### src/rtl/tick_period_meter.sv
// Measures the clk-cycle spacing between rising edges of an asynchronous tick and
// reports the last period as packed BCD, saturating at all nines with an overflow flag.
module tick_period_meter #(
  parameter int unsigned DIGITS      = 4,
  parameter int unsigned SYNC_STAGES = 2
) (
  input  logic                  clk,
  input  logic                  rst_n,
  input  logic                  tick_in,
  input  logic                  enable,
  output logic [4*DIGITS-1:0]   period_bcd,
  output logic                  valid,
  output logic                  overflow,
  output logic                  busy
);

  localparam int unsigned W = 4 * DIGITS;
  localparam logic [W-1:0] FullScale = {DIGITS{4'h9}};
  localparam logic [W-1:0] CntOne    = {{(W-1){1'b0}}, 1'b1};

  typedef enum logic [0:0] {StIdle, StMeasure} state_e;

  state_e                 state_q, state_d;
  logic [SYNC_STAGES-1:0] sync_q;
  logic                   hist_q;
  logic                   tick_edge;
  logic [W-1:0]           cnt_q, cnt_d;
  logic                   sat_q, sat_d;
  logic [W-1:0]           period_q, period_d;
  logic                   ovf_q, ovf_d;
  logic                   valid_q, valid_d;
  logic                   busy_q;

  // Ripple-carry increment across cascaded BCD digits.
  function automatic logic [W-1:0] bcd_inc(input logic [W-1:0] v);
    logic [W-1:0] r;
    logic         carry;
    r     = v;
    carry = 1'b1;
    for (int i = 0; i < int'(DIGITS); i++) begin
      if (carry) begin
        if (v[4*i +: 4] == 4'd9) begin
          r[4*i +: 4] = 4'd0;
        end else begin
          r[4*i +: 4] = v[4*i +: 4] + 4'd1;
          carry       = 1'b0;
        end
      end
    end
    return r;
  endfunction

  assign tick_edge = sync_q[SYNC_STAGES-1] & ~hist_q;

  always_ff @(posedge clk or negedge rst_n) begin
    if (!rst_n) begin
      sync_q <= '0;
      hist_q <= 1'b0;
    end else begin
      sync_q <= {sync_q[SYNC_STAGES-2:0], tick_in};
      hist_q <= sync_q[SYNC_STAGES-1];
    end
  end

  always_comb begin
    state_d  = state_q;
    cnt_d    = cnt_q;
    sat_d    = sat_q;
    period_d = period_q;
    ovf_d    = ovf_q;
    valid_d  = 1'b0;
    case (state_q)
      StIdle: begin
        cnt_d = '0;
        sat_d = 1'b0;
        if (enable && tick_edge) begin
          cnt_d   = CntOne;
          state_d = StMeasure;
        end
      end
      StMeasure: begin
        // Losing enable wins over a coincident edge: abort without a result.
        if (!enable) begin
          state_d = StIdle;
          cnt_d   = '0;
          sat_d   = 1'b0;
        end else if (tick_edge) begin
          period_d = cnt_q;
          ovf_d    = sat_q;
          valid_d  = 1'b1;
          cnt_d    = CntOne;
          sat_d    = 1'b0;
        end else if (cnt_q == FullScale) begin
          sat_d = 1'b1;
        end else begin
          cnt_d = bcd_inc(cnt_q);
        end
      end
      default: begin
        state_d = StIdle;
        cnt_d   = '0;
        sat_d   = 1'b0;
      end
    endcase
  end

  always_ff @(posedge clk or negedge rst_n) begin
    if (!rst_n) begin
      state_q  <= StIdle;
      cnt_q    <= '0;
      sat_q    <= 1'b0;
      period_q <= '0;
      ovf_q    <= 1'b0;
      valid_q  <= 1'b0;
      busy_q   <= 1'b0;
    end else begin
      state_q  <= state_d;
      cnt_q    <= cnt_d;
      sat_q    <= sat_d;
      period_q <= period_d;
      ovf_q    <= ovf_d;
      valid_q  <= valid_d;
      busy_q   <= (state_d == StMeasure);
    end
  end

  assign period_bcd = period_q;
  assign overflow   = ovf_q;
  assign valid      = valid_q;
  assign busy       = busy_q;

endmodule

### config.mk
export PLATFORM = sky130hd
export DESIGN_NAME = tick_period_meter
export DESIGN_NICKNAME = d
export VERILOG_FILES = /design/src/rtl/tick_period_meter.sv
export SDC_FILE = /design/constraint.sdc
export NUM_CORES = 1
export LEC_CHECK = 0
export CAP_MARGIN = 5
export CORE_UTILIZATION = 40
export CTS_CLUSTER_SIZE = 28
export DETAILED_ROUTE_END_ITERATION = 8
export SYNTH_ARGS = -nofsm -noshare
export SYNTH_HDL_FRONTEND = slang
export SYNTH_SLANG_ARGS = --single-unit
### constraint.sdc
create_clock -name clk -period 1.7 [get_ports clk]
set_input_delay 0.34 -clock clk [delete_from_list [all_inputs] [get_ports clk]]
set_output_delay 0.34 -clock clk [all_outputs]
set_load 0.02 [all_outputs]
* Word level (Yosys, flattened, before mapping)
Index checks and enable logic that the tools add are counted.
** Word-level totals
- Bits in registers :: 39
- Input port bits :: 4
- Output and inout bits :: 19
- Word-level logic and storage cells :: 72
** Operators by class
- $add $sub $neg :: 4
- Eq/ne operators :: 10
- Muxes and demuxes :: 39
- Bitwise gates (word level) :: 3
- Reductions and logical operators :: 5
** Operator list (count)
- $mux 16 :: 3
- $pmux 16 s2 :: 1
- $mux 4 :: 7
- $mux 1 :: 26
- $add 4x1->4 const B :: 4
- $eq 16x16->1 const B :: 1
- $eq 4x4->1 const B :: 4
- $ne 4x3->1 const B :: 4
- $reduce_and 2->1 :: 3
- $ne 4x4->1 const B :: 1
- $pmux 1 s2 :: 2
- $reduce_and 3->1 :: 1
- $not 1->1 :: 2
- $and 1x1->1 :: 1
- $logic_and 1x1->1 :: 1

* Longest topological paths before layout
- Word-level depth :: 21
- Depth in mapped cells :: 7

* Least setup slack after synthesis
No wires, ideal clock.
- Path kind :: flip-flop to flip-flop
- Start :: register cnt_q[9]
- End :: register cnt_q[4]
- Setup time :: 99 ps
- Data arrival time :: 1405 ps
- Setup slack :: 195 ps
- Cell stages (with the launch flop) :: 6
- Path buffers :: 0
- Period minus slack after synthesis :: 1505 ps
- Cells stage by stage :: dfrtp_1 -> inv_1 -> ha_1 -> nand3b_4 -> or3_4 -> a311oi_1
** Between the ends
- Longest elaborated chain between the ends :: 3
** RTL lines
- from (decl) :: RTL line 27 : logic [W-1:0] cnt_q, cnt_d;
- from (signal assigned) :: RTL line 118 : cnt_q <= cnt_d;
- $eq 16x16->1 :: RTL line 93 : end else if (cnt_q == FullScale) begin
- $ne 4x4->1 (no line)
- $reduce_and 2->1 (no line)
No other way between the ends.
A chain may end at the register's enable or synchronous reset.

* Final worst setup path
- Start :: register cnt_q[5]
- End :: register cnt_q[4]
** Between the ends
- Longest elaborated chain between the ends :: 7
** RTL lines
- $eq 4x4->1 :: RTL line 42 : if (v[4*i +: 4] == 4'd9) begin
- $mux 4 :: RTL line 42
- $mux 4 :: RTL line 41 : if (carry) begin
- $mux 16 :: RTL line 93
- $mux 16 :: RTL line 87 : end else if (tick_edge) begin
- $mux 16 :: RTL line 83 : if (!enable) begin
- $pmux 16 s2 :: RTL line 72 : case (state_q)
Several ways; a longest one is shown, not always the timed one. The select of a mux whose other input is x is not followed.

==> results by group <==
Global routing
  • Largest net degree at the start of global routing: 23
  • Gr ovfl total: 0
  • Number of global-route vias before repair: 1155
  • Initial antenna violation count: 0
  • First-pass GRT wire length: 5480 um
  • Aggregate global-route resource usage: 16.5%

Detailed routing
  • WL per Instance: 13.8 um
  • First DRT Iteration DRCs: 31
  • Routed wire length: 3260 um
  • DRC violations left: 0
  • Routed Antenna Nets: 0
  • DR vias: 1221
  • DR pass1 iterations: 3
  • Vias/cell: 5.15

Timing
  • Clock Skews: 0.00222 ns
  • Final setup fails: 0
  • Hold Slack: 0.357 ns
  • Slew @ Worst Pin: 0.445 ns
  • Max Slew Vio Count: 0
  • Achievable clock frequency: 0.613 GHz
  • Final worst path period share: 95.9%
  • Endpoints failing hold: 0
  • Rel. slew slack: 70.3%
  • Final min period: 1.63 ns

Layout
  • Diodes inserted: 0
  • Multi-input logic area: 774 um2
  • Layout cells sized above 1: 23.5%
  • Layout area overhead: 27.2%
  • Filler cells: 377
  • Post-route non-filler standard cell count: 237
  • Total Nets Final: 199
  • Register area: 976 um2

Setup path
  • Crit end category: flip-flop
  • Crit-path max FO: 7
  • Crit start category: flip-flop
  • WP data arrival: 1.82 ns
  • Setup CP Type: reg2reg
  • Req. time, crit path: 1.89 ns

Synth
  • Post-synth EDFFs: 0
  • FFs w/ async S/R, synth: 100%
  • Post-Syn Area: 1780 um2
  • Yosys reg bits: 39
  • Synthesized netlist cell count: 149
  • Warnings from Yosys: 0
  • Predominant post-synthesis flop cell: dfrtp_1
  • Mapped Nets: 161
  • Avg Cell Area, Syn: 11.9 um2
  • Register area share after synthesis: 54.9%
  • Synth cell types: 36

Pwr
  • Pwr dens: 732 nW/um2
  • Tot Pwr: 0.00166 W
  • Sw Ratio: 21.6%
  • LEAKAGE: 1.10 nW
  • P_sw: 0.000358 W
  • Power share of the clock group: 37.3%
  • Int Pwr: 0.00130 W
  • Maximum vdd drop: 0.480 mV
  • Sequential power share: 57.1%
  • Gate power share: 5.6%

Placed design
  • Final HPWL DP: 2330 um
  • Input/output buffers: 22
  • GP Congestion: 0.721
  • Placed cells: 228

Clock tree
  • Root Driver: clkbuf_8
  • # clock sinks: 39
  • Number of CTS-inserted buffers: 5
  • CTS tree: built
  • Clock Latency Late Sink: 0.28 ns
  • H-tree levels: 2
  • Clock Tree Buf Depth: 2
  • Worst-path clk slew: 0.07 ns

Floorplanning
  • # IOs: 23
  • Die height: 68.7 um
  • Starting Density: 42.9%
  • Die ar.: 4720 um2
  • Core area: 4140 um2
  • Die width: 68.7 um
  • FP Rows: 23

Run
  • Max-Cap Viols: 0

Run status
  • Outcome: completed

Worst hold path
  • Hold Crit Class: reg2reg
-- power by group through the flow --
stage	registers, W	clock network, W	logic, W
2_1_floorplan	0.000972	0	0.0000262
3_3_place_gp	0.000964	0	0.0000912
5_1_grt	0.000947	0.000696	0.000104
4_1_cts	0.000946	0.000655	0.0000952
6_report	0.000946	0.000617	0.0000931
3_5_place_dp	0.000964	0	0.0000928
-- path summary, 6_finish.rpt --
check / startpoint / end / slack (ns) / depth (start not counted)
max: cnt_q[5] / cnt_q[4] / 0.07 / 5
max reg2reg: cnt_q[5] / cnt_q[4] / 0.07 / 5
min reg2reg: sync_q[0] / sync_q[1] / 0.36 / 0
min in group asynchronous: rst_n / period_bcd[6] / 0.53 / 2
max in group asynchronous: rst_n / period_bcd[13] / 0.70 / 3
min: sync_q[0] / sync_q[1] / 0.36 / 0
-- cell usage in the layout (no fill, tap or decap), types with 2 or more instances in the layout --
| master | Yosys | layout |
|---|---|---|
| nand2_1 | 10 | 10 |
| nand3b_4 | 3 | 3 |
| xnor2_1 | 3 | 3 |
| or3_1 | 3 | 3 |
| nor2_1 | 8 | 8 |
| dfrtp_1 | 39 | 39 |
| nor3_1 | 3 | 3 |
| clkdlybuf4s50_1 | 0 | 20 |
| ha_1 | 8 | 7 |
| nand3_1 | 9 | 9 |
| buf_4 | 0 | 12 |
| clkbuf_8 | 0 | 6 |
| o21ai_0 | 8 | 8 |
| a31oi_1 | 2 | 2 |
| o31ai_1 | 2 | 2 |
| a21oi_1 | 7 | 7 |
| inv_1 | 6 | 6 |
| nand4_1 | 2 | 2 |
| mux2_2 | 12 | 12 |
-- worst max-delay path, cell delays in order, from the launching register on --
cell and delay, ns:
dfrtp_1 0.42, inv_1 0.12, ha_4 0.15, nand3b_4 0.12, or3_4 0.45, a311oi_2 0.28
-- metrics by stage --
stage | area, um2 | TNS [ns] | worst slack, ns | utilization, %
after floorplan | 1780 | 0 | 0.195 | -
after global placement | 2130 | -0.00288 | -0.00288 | 51.4
after detailed placement | 2130 | -0.137 | -0.0592 | 51.4
after CTS | 2230 | 0 | 0.0184 | 53.7
after global routing | 2260 | -0.0313 | -0.0305 | 54.6
final | 2260 | 0 | 0.0694 | 54.6
-- repair_timing --
action / in CTS / in global routing
hold buffers: 1 / 0
endpoints found under the hold margin: 17 / 0
setup endpoints to repair: 0 / 7
gates resized for setup: 0 / 6
setup buffers: 0 / 1
-- cell usage after synthesis, types with 6 or more instances --
| library cell | instances | area share, % |
|---|---|---|
| o21ai_0 | 8 | 2.3 |
| nor2_1 | 8 | 1.7 |
| dfrtp_1 | 39 | 55 |
| a21oi_1 | 7 | 2.0 |
| nand2_1 | 10 | 2.1 |
| ha_1 | 8 | 5.6 |
| nand3_1 | 9 | 2.5 |
| inv_1 | 6 | 1.3 |
| mux2_2 | 12 | 7.6 |
-- cell families (layout without fill, tap and decap cells) --
| group | Yosys count | in the layout | share of synthesized area [%] |
|---|---|---|---|
| DFF | 39 | 39 | 54.9 |
| xor gates and xnor gates | 4 | 4 | 1.97 |
| and+or+nand+nor | 49 | 49 | 18.0 |
| adders and majority gates | 8 | 8 | 5.63 |
| buffers and inverters | 11 | 49 | 2.96 |
| muxes | 12 | 12 | 7.60 |
| AOI/OAI and AO/OA | 26 | 26 | 8.94 |
-- layer usage --
layer  routed length [um]  global-route usage, %
met1                 1590                   20.3
met2                 1510                   25.7
met3                   98                   5.26
met4                   66                   8.59
met5                    0                      0
-- registers in the layout, indices dropped and copies added, names as in the netlist --
signal,cells
sat_q,1
busy,1
hist_q,1
cnt_q,16
overflow,1
valid,1
period_bcd,16
sync_q,2
-- cell type report --
cell class | count | share of cell area [%]
sequential | 39 | 43.2
multi-input combinational | 99 | 34.3
timing repair buffer | 36 | 14.9
clock buffer | 6 | 3.65
tap | 50 | 2.77
inverter | 6 | 0.996
clock inverter | 1 | 0.221
(Power assumes the default switching activity.)
